**config.mk**
```make
export PLATFORM = sky130hd
export DESIGN_NAME = intbus_axil_bridge_flat
export DESIGN_NICKNAME = d
export VERILOG_FILES = /design/src/rtl/intbus_axil_bridge_if.sv /design/src/rtl/intbus_axil_bridge.sv /design/src/flat_wrapper.sv
export SDC_FILE = /design/constraint.sdc
export NUM_CORES = 1
export LEC_CHECK = 0
export CAP_MARGIN = 10
export CORE_MARGIN = 2
export CORE_UTILIZATION = 40
export CTS_CLUSTER_SIZE = 12
export DETAILED_ROUTE_END_ITERATION = 7
export PLACE_DENSITY = 0.76
export SETUP_SLACK_MARGIN = 0.15
export SYNTH_ARGS = -nofsm -noshare
export SYNTH_HDL_FRONTEND = slang
export SYNTH_SLANG_ARGS = --single-unit
```
**constraint.sdc**
```tcl
create_clock -name clk -period 2.92 [get_ports clk]
set_input_delay 0.438 -clock clk [delete_from_list [all_inputs] [get_ports clk]]
set_output_delay 0.438 -clock clk [all_outputs]
set_load 0.03 [all_outputs]
```
**src/rtl/intbus_axil_bridge_if.sv**
```systemverilog
`default_nettype none
// ============================================================================
//  Module      : intbus_interf
//  Description : intbus connection between one bus master (the AXI4-Lite
//                bridge) and the register files. Read data and read-valid
//                from all slaves arrive OR-combined on rdata/rvalid.
//  Revision    : 1.0 - initial release
// ----------------------------------------------------------------------------
//  Signals
//    addr    master->slave  ADDR_WIDTH  word address
//    wdata   master->slave  DATA_WIDTH  write data
//    wr      master->slave  1           single-cycle write strobe
//    rd      master->slave  1           single-cycle read strobe
//    rdata   slave->master  DATA_WIDTH  OR-combined read data
//    rvalid  slave->master  1           OR-combined read data valid
// ============================================================================
interface intbus_interf #(
    parameter int ADDR_WIDTH = 16,
    parameter int DATA_WIDTH = 32
);
    logic [ADDR_WIDTH-1:0] addr;
    logic [DATA_WIDTH-1:0] wdata;
    logic                  wr;
    logic                  rd;
    logic [DATA_WIDTH-1:0] rdata;
    logic                  rvalid;

    modport master (
        output addr,
        output wdata,
        output wr,
        output rd,
        input  rdata,
        input  rvalid
    );

    modport slave (
        input  addr,
        input  wdata,
        input  wr,
        input  rd,
        output rdata,
        output rvalid
    );
endinterface
`default_nettype wire

```
**src/rtl/intbus_axil_bridge.sv**
```systemverilog
`default_nettype none
// ============================================================================
//  Module      : intbus_axil_bridge
//  Description : AXI4-Lite slave to intbus master bridge. Each AXI read or
//                write becomes one single-cycle intbus strobe; reads then
//                wait for the OR-combined rvalid (combinational, flopped or
//                synchronised slaves) with a timeout that always completes
//                the AXI transaction.
//  Revision    : 1.0 - initial release
// ----------------------------------------------------------------------------
//  Ports
//    clk            in   1               single clock (also the intbus clock)
//    resetn         in   1               asynchronous active-low reset
//    s_axi_aw*      AXI write address channel
//    s_axi_w*       AXI write data channel
//    s_axi_b*       AXI write response channel
//    s_axi_ar*      AXI read address channel
//    s_axi_r*       AXI read data channel
//    bus            intbus master modport
//    timeout_cnt    out  16              saturating count of read timeouts
// ============================================================================
module intbus_axil_bridge #(
    parameter int                     AXI_ADDR_WIDTH = 18,
    parameter int                     BUS_ADDR_WIDTH = 16,
    parameter int                     DATA_WIDTH     = 32,
    parameter int                     TIMEOUT        = 64,
    parameter logic [DATA_WIDTH-1:0]  TIMEOUT_DATA   = 32'hDEAD_BEEF
) (
    input  wire logic                      clk,
    input  wire logic                      resetn,

    input  wire logic [AXI_ADDR_WIDTH-1:0] s_axi_awaddr,
    input  wire logic                      s_axi_awvalid,
    output logic                           s_axi_awready,

    input  wire logic [DATA_WIDTH-1:0]     s_axi_wdata,
    input  wire logic [DATA_WIDTH/8-1:0]   s_axi_wstrb,
    input  wire logic                      s_axi_wvalid,
    output logic                           s_axi_wready,

    output logic [1:0]                     s_axi_bresp,
    output logic                           s_axi_bvalid,
    input  wire logic                      s_axi_bready,

    input  wire logic [AXI_ADDR_WIDTH-1:0] s_axi_araddr,
    input  wire logic                      s_axi_arvalid,
    output logic                           s_axi_arready,

    output logic [DATA_WIDTH-1:0]          s_axi_rdata,
    output logic [1:0]                     s_axi_rresp,
    output logic                           s_axi_rvalid,
    input  wire logic                      s_axi_rready,

    intbus_interf.master                   bus,

    output logic [15:0]                    timeout_cnt
);

    // ------------------------------------------------------------------------
    // Elaboration-time parameter checks
    // ------------------------------------------------------------------------
    generate
        if (DATA_WIDTH != 32) begin : g_bad_data_width
            $error("intbus_axil_bridge: DATA_WIDTH must be 32");
        end
        if (TIMEOUT < 2) begin : g_bad_timeout
            $error("intbus_axil_bridge: TIMEOUT must be at least 2");
        end
    endgenerate

    localparam int                      CNT_W       = (TIMEOUT < 2) ? 1 : $clog2(TIMEOUT);
    localparam logic [CNT_W-1:0]        c_cnt_last  = CNT_W'(TIMEOUT - 1);
    localparam logic [CNT_W-1:0]        c_cnt_one   = CNT_W'(1);
    localparam logic [1:0]              c_okay      = 2'b00;
    localparam logic [1:0]              c_slverr    = 2'b10;
    localparam logic [DATA_WIDTH/8-1:0] c_full_strb = '1;

    typedef enum logic [2:0] {
        S_IDLE     = 3'd0,
        S_WR_ISSUE = 3'd1,
        S_WR_RESP  = 3'd2,
        S_RD_ISSUE = 3'd3,
        S_RD_WAIT  = 3'd4,
        S_RD_RESP  = 3'd5
    } state_t;

    state_t                    r_state;
    state_t                    w_next;
    logic                      w_wr_grant;
    logic                      w_rd_grant;
    logic                      w_capture;
    logic                      w_timeout;

    logic                      r_prio;      // 0: write wins a tie, 1: read wins
    logic [BUS_ADDR_WIDTH-1:0] r_addr;
    logic [DATA_WIDTH-1:0]     r_wdata;
    logic [DATA_WIDTH/8-1:0]   r_wstrb;
    logic [1:0]                r_bresp;
    logic [1:0]                r_rresp;
    logic [DATA_WIDTH-1:0]     r_rdata;
    logic [CNT_W-1:0]          r_cnt;
    logic [15:0]               r_timeout_cnt;

    // Only the word-address slice of the AXI addresses reaches intbus.
    wire w_unused_addr_bits = &{1'b0, s_axi_awaddr, s_axi_araddr};

    // ------------------------------------------------------------------------
    // Next-state and handshake decode
    // ------------------------------------------------------------------------
    always_comb begin
        w_next     = r_state;
        w_wr_grant = 1'b0;
        w_rd_grant = 1'b0;
        w_capture  = 1'b0;
        w_timeout  = 1'b0;
        case (r_state)
            S_IDLE: begin
                // A write needs both AW and W present; ties resolved by r_prio.
                if ((s_axi_awvalid && s_axi_wvalid) && (!s_axi_arvalid || !r_prio)) begin
                    w_wr_grant = 1'b1;
                    w_next     = S_WR_ISSUE;
                end else if (s_axi_arvalid) begin
                    w_rd_grant = 1'b1;
                    w_next     = S_RD_ISSUE;
                end
            end
            S_WR_ISSUE: w_next = S_WR_RESP;
            S_WR_RESP: begin
                if (s_axi_bready) begin
                    w_next = S_IDLE;
                end
            end
            S_RD_ISSUE: begin
                // Combinational slaves answer in the strobe cycle itself.
                if (bus.rvalid) begin
                    w_capture = 1'b1;
                    w_next    = S_RD_RESP;
                end else begin
                    w_next    = S_RD_WAIT;
                end
            end
            S_RD_WAIT: begin
                if (bus.rvalid) begin
                    w_capture = 1'b1;
                    w_next    = S_RD_RESP;
                end else if (r_cnt == c_cnt_last) begin
                    w_timeout = 1'b1;
                    w_next    = S_RD_RESP;
                end
            end
            S_RD_RESP: begin
                if (s_axi_rready) begin
                    w_next = S_IDLE;
                end
            end
            default: w_next = S_IDLE;
        endcase
    end

    // ------------------------------------------------------------------------
    // State and datapath registers
    // ------------------------------------------------------------------------
    always_ff @(posedge clk or negedge resetn) begin
        if (!resetn) begin
            r_state       <= S_IDLE;
            r_prio        <= 1'b0;
            r_addr        <= '0;
            r_wdata       <= '0;
            r_wstrb       <= '0;
            r_bresp       <= c_okay;
            r_rresp       <= c_okay;
            r_rdata       <= '0;
            r_cnt         <= '0;
            r_timeout_cnt <= '0;
        end else begin
            r_state <= w_next;

            if (w_wr_grant) begin
                r_addr  <= s_axi_awaddr[BUS_ADDR_WIDTH+1:2];
                r_wdata <= s_axi_wdata;
                r_wstrb <= s_axi_wstrb;
                r_prio  <= ~r_prio;
            end else if (w_rd_grant) begin
                r_addr  <= s_axi_araddr[BUS_ADDR_WIDTH+1:2];
                r_prio  <= ~r_prio;
            end

            // Sub-word writes cannot be expressed on intbus and are refused.
            if (r_state == S_WR_ISSUE) begin
                r_bresp <= (r_wstrb == c_full_strb) ? c_okay : c_slverr;
            end

            if (r_state == S_RD_ISSUE) begin
                r_cnt <= '0;
            end else if (r_state == S_RD_WAIT) begin
                r_cnt <= r_cnt + c_cnt_one;
            end

            if (w_capture) begin
                r_rdata <= bus.rdata;
                r_rresp <= c_okay;
            end else if (w_timeout) begin
                r_rdata <= TIMEOUT_DATA;
                r_rresp <= c_slverr;
                if (r_timeout_cnt != 16'hFFFF) begin
                    r_timeout_cnt <= r_timeout_cnt + 16'd1;
                end
            end
        end
    end

    // ------------------------------------------------------------------------
    // Outputs
    // ------------------------------------------------------------------------
    assign s_axi_awready = w_wr_grant;
    assign s_axi_wready  = w_wr_grant;
    assign s_axi_arready = w_rd_grant;
    assign s_axi_bvalid  = (r_state == S_WR_RESP);
    assign s_axi_bresp   = r_bresp;
    assign s_axi_rvalid  = (r_state == S_RD_RESP);
    assign s_axi_rresp   = r_rresp;
    assign s_axi_rdata   = r_rdata;
    assign timeout_cnt   = r_timeout_cnt;

    assign bus.addr  = r_addr;
    assign bus.wdata = r_wdata;
    assign bus.wr    = (r_state == S_WR_ISSUE) && (r_wstrb == c_full_strb);
    assign bus.rd    = (r_state == S_RD_ISSUE);

endmodule
`default_nettype wire
```
**src/flat_wrapper.sv**
```systemverilog
// flat-port wrapper written by rule: the top's interface ports become plain ports
module intbus_axil_bridge_flat 
#(
    parameter int                     AXI_ADDR_WIDTH = 18,
    parameter int                     BUS_ADDR_WIDTH = 16,
    parameter int                     DATA_WIDTH     = 32,
    parameter int                     TIMEOUT        = 64,
    parameter logic [DATA_WIDTH-1:0]  TIMEOUT_DATA   = 32'hDEAD_BEEF
)
  (clk, resetn, s_axi_awaddr, s_axi_awvalid, s_axi_awready, s_axi_wdata, s_axi_wstrb, s_axi_wvalid, s_axi_wready, s_axi_bresp, s_axi_bvalid, s_axi_bready, s_axi_araddr, s_axi_arvalid, s_axi_arready, s_axi_rdata, s_axi_rresp, s_axi_rvalid, s_axi_rready, timeout_cnt, bus_addr, bus_wdata, bus_wr, bus_rd, bus_rdata, bus_rvalid);
  intbus_interf #(.DATA_WIDTH(DATA_WIDTH)) bus_i ();
  input  wire logic clk;
  input  wire logic resetn;
  input  wire logic [AXI_ADDR_WIDTH-1:0] s_axi_awaddr;
  input  wire logic s_axi_awvalid;
  output logic s_axi_awready;
  input  wire logic [DATA_WIDTH-1:0] s_axi_wdata;
  input  wire logic [DATA_WIDTH/8-1:0] s_axi_wstrb;
  input  wire logic s_axi_wvalid;
  output logic s_axi_wready;
  output logic [1:0] s_axi_bresp;
  output logic s_axi_bvalid;
  input  wire logic s_axi_bready;
  input  wire logic [AXI_ADDR_WIDTH-1:0] s_axi_araddr;
  input  wire logic s_axi_arvalid;
  output logic s_axi_arready;
  output logic [DATA_WIDTH-1:0] s_axi_rdata;
  output logic [1:0] s_axi_rresp;
  output logic s_axi_rvalid;
  input  wire logic s_axi_rready;
  output logic [15:0] timeout_cnt;
  output wire logic [$bits(bus_i.addr)-1:0] bus_addr;
  output wire logic [$bits(bus_i.wdata)-1:0] bus_wdata;
  output wire logic [$bits(bus_i.wr)-1:0] bus_wr;
  output wire logic [$bits(bus_i.rd)-1:0] bus_rd;
  input wire logic [$bits(bus_i.rdata)-1:0] bus_rdata;
  input wire logic [$bits(bus_i.rvalid)-1:0] bus_rvalid;
  assign bus_addr = bus_i.addr;
  assign bus_wdata = bus_i.wdata;
  assign bus_wr = bus_i.wr;
  assign bus_rd = bus_i.rd;
  assign bus_i.rdata = bus_rdata;
  assign bus_i.rvalid = bus_rvalid;
  intbus_axil_bridge #(.AXI_ADDR_WIDTH(AXI_ADDR_WIDTH), .BUS_ADDR_WIDTH(BUS_ADDR_WIDTH), .DATA_WIDTH(DATA_WIDTH), .TIMEOUT(TIMEOUT), .TIMEOUT_DATA(TIMEOUT_DATA)) u_core (.clk(clk), .resetn(resetn), .s_axi_awaddr(s_axi_awaddr), .s_axi_awvalid(s_axi_awvalid), .s_axi_awready(s_axi_awready), .s_axi_wdata(s_axi_wdata), .s_axi_wstrb(s_axi_wstrb), .s_axi_wvalid(s_axi_wvalid), .s_axi_wready(s_axi_wready), .s_axi_bresp(s_axi_bresp), .s_axi_bvalid(s_axi_bvalid), .s_axi_bready(s_axi_bready), .s_axi_araddr(s_axi_araddr), .s_axi_arvalid(s_axi_arvalid), .s_axi_arready(s_axi_arready), .s_axi_rdata(s_axi_rdata), .s_axi_rresp(s_axi_rresp), .s_axi_rvalid(s_axi_rvalid), .s_axi_rready(s_axi_rready), .bus(bus_i), .timeout_cnt(timeout_cnt));
endmodule
```
==> metrics, run 1 <==
setup TNS=0 ns; register area share after synthesis=0.608; Post-synth EDFFs=0; cell count of the worst reg-to-reg path=4; Post-CTS Setup Inserts=0; Rel. slew slack=0.509; unrepaired setup endpoints after global routing=false; Cells after Synth=443; ANT cells=0; DRT Pass-1 Iters=4; total congestion overflow=0; Total Nets Final=768; Required @ worst endpoint=2.48 ns; CTS Buf Count=9; # rows=39; area leader, netlist=dfrtp_1; Pwr Density=1010 mW/mm^2; Post-Syn Area=0.00461 sq mm; Max rail drop VDD=0.533 mV; outcome=complete, no violations; Reg2Reg Launch Point=u_core.r_state[2]; Finished Core Util=0.633; starting DRC count in detailed routing=142; CTS tree=built; DPL Wire Length=9380 um; area of the core=0.0113 sq mm; worst-path fanout max=11; first-pass GRT wire length=20,300 um; largest net degree at the start of global routing=60; Die Ht=111 um; CTS resizes=0; Post-synth top cells=nand2_1 (123), dfrtp_1 (112), nor2_1 (32); Worst-path clk slew=0.07 ns; vias in the first global route=4,102; Final Max Slew Viols=0; asr flop ratio synth=1.00; total power=7.26 mW; number of I/O pins=219; Final ANT Viol Nets=0; initial core utilization=0.407; synth top area cells=dfrtp_1 (61%), nand2_1 (10%), o22a_1 (4.6%); initial antenna violation count=0; Post-CTS Hold Buffers=0; die area=0.0124 sq mm; Synth-to-Final Area Change=55.5%; GR Util All Layers=0.204; CTS H-tree depth=3; share of the synthesized area in the top cell type=0.608; max incr delay on CP=0.69 ns; Critical Path End Type=output pin; FF+latch count, synth=112; WS Path Type=flip-flop to output pin; Buffers on Ports=212; slew at the pin with the worst max-slew slack=0.737 ns; CP max stage cell=clkdlybuf4s50_1; final worst-path cycle share=0.868; share of layout cells above drive strength 1=0.0563; Fillers=920; Routed WL per cell=15.5 um; Final setup viols=0; DP Cell Count=786; total of max-cap violations=0; fin crit period=2.53 ns; number of remaining DRC errors=0; R2R Setup Slk=0.57 ns; GPL Wtd Cong=0.863; via count=3,953; worst skew pair latency=0.34 ns; Layout Skew=0.00685 ns; fmax=0.395 GHz; worst-case clock buffer depth=2; yosys warns=0; Die Span X=111 um; Final Non-Filler Cells=800; count of final hold-check violations=0; vias per std cell=4.94; Hold Path Class=input port to asynchronous set/reset pin; worst-path cell chain=nor3_1 > and3_1 > clkdlybuf4s50_1; CP Launch Type=flip-flop; library cells used by synthesis=43; main flop type after synthesis=dfrtp_1; arrival time at the worst endpoint=2.10 ns; root buf cell=clkbuf_16; RR Endpoint=u_core.timeout_cnt[1]; count leader, synth=nand2_1; Sink Count=112; leak pwr=3.22 nW; Routed WL=12,400 um; Hold WS=0.141 ns; Avg Inst Size Synth=10.4 sq um
## layout make-up
type | count | area (sq um) | area share
clock buffer | 9 | 225 | 0.0314
clock inverter | 5 | 60.1 | 0.00838
inverter | 6 | 22.5 | 0.00314
multi-input combinational | 303 | 1690 | 0.236
sequential | 112 | 2800 | 0.391
timing repair buffer | 222 | 2190 | 0.306
tap | 143 | 179 | 0.0250
## stage by stage
stage,worst slack [ns],instance area (sq um)
2_1_floorplan,0.363,4610
3_3_place_gp,0.461,6880
3_5_place_dp,0.428,6880
4_1_cts,0.368,7170
5_1_grt,0.254,7170
6_report,0.387,7170
## power by group
part	switching (mW)	internal, mW	total [mW]
combinational	2.03	1.51	3.54
clock	0.534	0.658	1.19
sequential	0.368	2.15	2.52
## layout by cell type (no fill, tap or decap), types with 2 or more instances in the layout
cell | Yosys | routed
and3_1 | 4 | 4
and2_1 | 3 | 3
inv_1 | 4 | 4
mux2i_1 | 16 | 16
clkdlybuf4s50_1 | 0 | 209
xnor2_1 | 8 | 8
nor4_1 | 2 | 2
a22o_1 | 8 | 8
clkinv_4 | 0 | 2
xor2_1 | 9 | 9
nor2_1 | 32 | 32
nand4_1 | 5 | 5
o21ai_0 | 2 | 2
clkbuf_16 | 0 | 9
nor3_1 | 6 | 6
buf_4 | 3 | 13
ha_1 | 2 | 2
a21oi_1 | 27 | 27
nand3_1 | 9 | 9
dfrtp_1 | 112 | 112
nand2b_1 | 3 | 3
o22a_1 | 24 | 24
conb_1 | 1 | 2
nand2_1 | 123 | 123
## critical path, delay by kind of cell, from the launching register on
kind | cells | cell delay, ns
buffers and inverters | 1 | 0.69
flip-flops | 1 | 0.48
AND/OR/NAND/NOR | 2 | 0.59
## metal layers
layer	vias up	wire length, um	track usage
met5	-	0	0
met4	0	249	0.0601
met3	18	1210	0.0822
met2	181	5760	0.333
met1	1840	5180	0.253
li1	1914	-	-
## how the worst max path moves through the flow
stage	start	endpoint	slack (ns)
after floorplan	u_core.r_state[0]	s_axi_wready	0.36
after global placement	bus_rvalid	u_core.timeout_cnt[1]	0.46
after detailed placement	bus_rvalid	u_core.timeout_cnt[1]	0.43
after CTS	u_core.r_state[0]	s_axi_arready	0.37
after global routing	u_core.r_state[2]	bus_rd	0.25
final	u_core.r_state[0]	s_axi_arready	0.39
## cell families after synthesis
kind of cell / count (synthesis) / synth area share
AOI/OAI and AO/OA: 70 / 0.108
xor gates and xnor gates: 17 / 0.0323
adders and majority gates: 2 / 0.00543
buffers and inverters: 29 / 0.0277
DFF: 112 / 0.608
muxes: 17 / 0.0372
other: 1 / 0.000814
and+or+nand+nor: 195 / 0.181
## flip-flops by register name, indices dropped and copies added, names as in the netlist
signal and cells:
u_core.r_state 3, u_core.timeout_cnt 16, u_core.bus.addr 16, u_core.r_wstrb 4, u_core.s_axi_rdata 32, u_core.bus.wdata 32, u_core.r_cnt 6, u_core.s_axi_bresp 1
u_core.r_prio 1, u_core.s_axi_rresp 1
(Power assumes the default switching activity.)
==> run 2, diff against run 1 <==
--- a/config.mk
+++ b/config.mk
@@ -8,8 +8,8 @@
 export CAP_MARGIN = 10
 export CORE_MARGIN = 2
-export CORE_UTILIZATION = 40
+export CORE_UTILIZATION = 41
 export CTS_CLUSTER_SIZE = 12
 export DETAILED_ROUTE_END_ITERATION = 7
-export PLACE_DENSITY = 0.76
+export PLACE_DENSITY = 0.77
 export SETUP_SLACK_MARGIN = 0.15
 export SYNTH_ARGS = -nofsm -noshare
==> constraint.sdc (replaced) <==
create_clock -name clk -period 2.92 [get_ports clk]
set_input_delay 0.438 -clock clk [delete_from_list [all_inputs] [get_ports clk]]
set_output_delay 0.438 -clock clk [all_outputs]
set_load 0.01 [all_outputs]
==> run 2 against run 1 <==
  * Non-clock buffer count is 3 lower
  * Global-route usage is 0.92 points higher
  * Clock skew increased by 0.0024 ns
  * Sequential share of layout area increased by 0.33 points
  * Flip-flop and latch count stayed put
  * Die area is 2.4% lower
  * Utilization rose by 2.0 points
  * Final cell count down 0.50%
  * Critical endpoint is now bus_rd
==> metrics, run 2 (synthesis gave the netlist of run 1 again) <==
# rows=38; first-pass GRT wire length=19,600 um; largest net degree at the start of global routing=53; leak pwr=3.18 nW; CP Launch Type=flip-flop; Pwr Density=875 mW/mm^2; Critical Path End Type=output pin; initial antenna violation count=0; Synth-to-Final Area Change=54.2%; Buffers on Ports=212; worst-case clock buffer depth=2; Post-CTS Hold Buffers=0; Int Pwr=4.17 mW; Sw Share=0.330; Hold Path Class=input port to asynchronous set/reset pin; Finished Core Util=0.653; worst skew pair latency=0.36 ns; max incr delay on CP=0.57 ns; Die Ht=110 um; slew at the pin with the worst max-slew slack=0.714 ns; Final Max Slew Viols=0; Die Span X=110 um; WS Path Type=flip-flop to output pin; worst-path fanout max=11; NetSw=2.05 mW; via count=4,009; ANT cells=0; CTS Buf Count=9; critical path's top delay family=buffers and inverters; Max rail drop VDD=0.491 mV; Final ANT Viol Nets=0; commonest non-fill, non-tap cell in the layout=clkdlybuf4s50_1; RR Endpoint=u_core.timeout_cnt[10]; R2R Setup Slk=0.53 ns; final setup margin=0.335 ns; GPL Wtd Cong=0.821; WP buf/inv=2; outcome=complete, no violations; root buf cell=clkbuf_8; worst slack, placed=0.366 ns; Sink Count=112; number of I/O pins=219; Routed WL per cell=15.7 um; starting DRC count in detailed routing=133; Required @ worst endpoint=2.48 ns; Gate power share=0.433; number of remaining DRC errors=0; CTS resizes=0; Hold WS=0.0468 ns; worst-path cell chain=nand2b_1 > nor2_1 > buf_4 > clkdlybuf4s50_1; CTS tree=built; Final Non-Filler Cells=796; CTS H-tree depth=3; Rel. slew slack=0.522; Final setup viols=0; DPL Wire Length=9570 um; Post-CTS Setup Inserts=0; GR Util All Layers=0.214; share of layout cells above drive strength 1=0.0518; DRT Pass-1 Iters=5; fmax=0.387 GHz; Routed WL=12,500 um; unrepaired setup endpoints after global routing=false; cell count of the worst reg-to-reg path=5; fin crit period=2.58 ns; final worst-path cycle share=0.885; Sequential Power Share=0.405; count of final hold-check violations=0; die area=0.0121 sq mm; total congestion overflow=0; arrival time at the worst endpoint=2.15 ns; Worst-path clk slew=0.10 ns; initial core utilization=0.423; commonest cells after routing, fill and taps aside=clkdlybuf4s50_1 (211), nand2_1 (123), dfrtp_1 (112); setup TNS=0 ns; clock share of power=0.162; vias per std cell=5.04; Total Nets Final=765; area of the core=0.0109 sq mm; Worst path depth=4; vias in the first global route=4,120; Layout Skew=0.00920 ns; Reg2Reg Launch Point=u_core.r_state[0]; total of max-cap violations=0; DP Cell Count=780; CP max stage cell=clkdlybuf4s50_1
-- run 2: cell types whose count changed in the layout (fill, tap and decap cells not counted), sizes merged --
cell           before  now
buf                13    8
clkdlybuf4s50     209  211
bufinv              1    2
clkinv              4    2
clkbuf              9   11
clkinvlp            1    2
-- run 2: layout make-up --
cell class / count / area [sq um]
fillers: 887 / 3780
flip-flops and latches: 112 / 2800
repair buffers: 219 / 2180
multi-input cells: 303 / 1700
well taps: 140 / 175
clock buffers: 11 / 141
clock inverters: 5 / 80.1
inverters: 6 / 22.5
-- run 2: layer usage --
metal	share of wire	vias to the layer above	wire, um	GRT usage
li1	-	1902	-	-
met1	0.39	1913	4830	0.245
met2	0.50	176	6200	0.371
met3	0.10	18	1260	0.0758
met4	0.017	0	218	0.0705
met5	0	-	0	0
-- run 2: power by group through the flow --
stage	Combinational (mW)	Sequential (mW)	Clock (mW)
detailed placement	2.71	2.54	0
global route	2.93	2.59	1.11
CTS	2.73	2.51	1.04
global placement	2.65	2.50	0
floorplan	0.925	2.74	0
finish	2.69	2.52	1.01
-- run 2: how the worst max path moves through the flow --
| stage | start | end | slack (ns) |
|---|---|---|---|
| 2_1_floorplan | u_core.r_state[0] | s_axi_wready | 0.60 |
| 3_3_place_gp | bus_rvalid | u_core.timeout_cnt[1] | 0.46 |
| 3_5_place_dp | u_core.r_state[1] | u_core.s_axi_rdata[19] | 0.37 |
| 4_1_cts | u_core.r_state[0] | s_axi_awready | 0.22 |
| 5_1_grt | u_core.r_state[0] | s_axi_awready | 0.18 |
| 6_report | u_core.r_state[0] | bus_rd | 0.34 |
-- run 2: metrics by stage --
stage | total power [mW] | instance area (sq um)
after floorplan | 3.67 | 4610
after global placement | 5.15 | 6870
after detailed placement | 5.25 | 6870
after CTS | 6.28 | 7090
after global routing | 6.63 | 7110
final | 6.22 | 7110
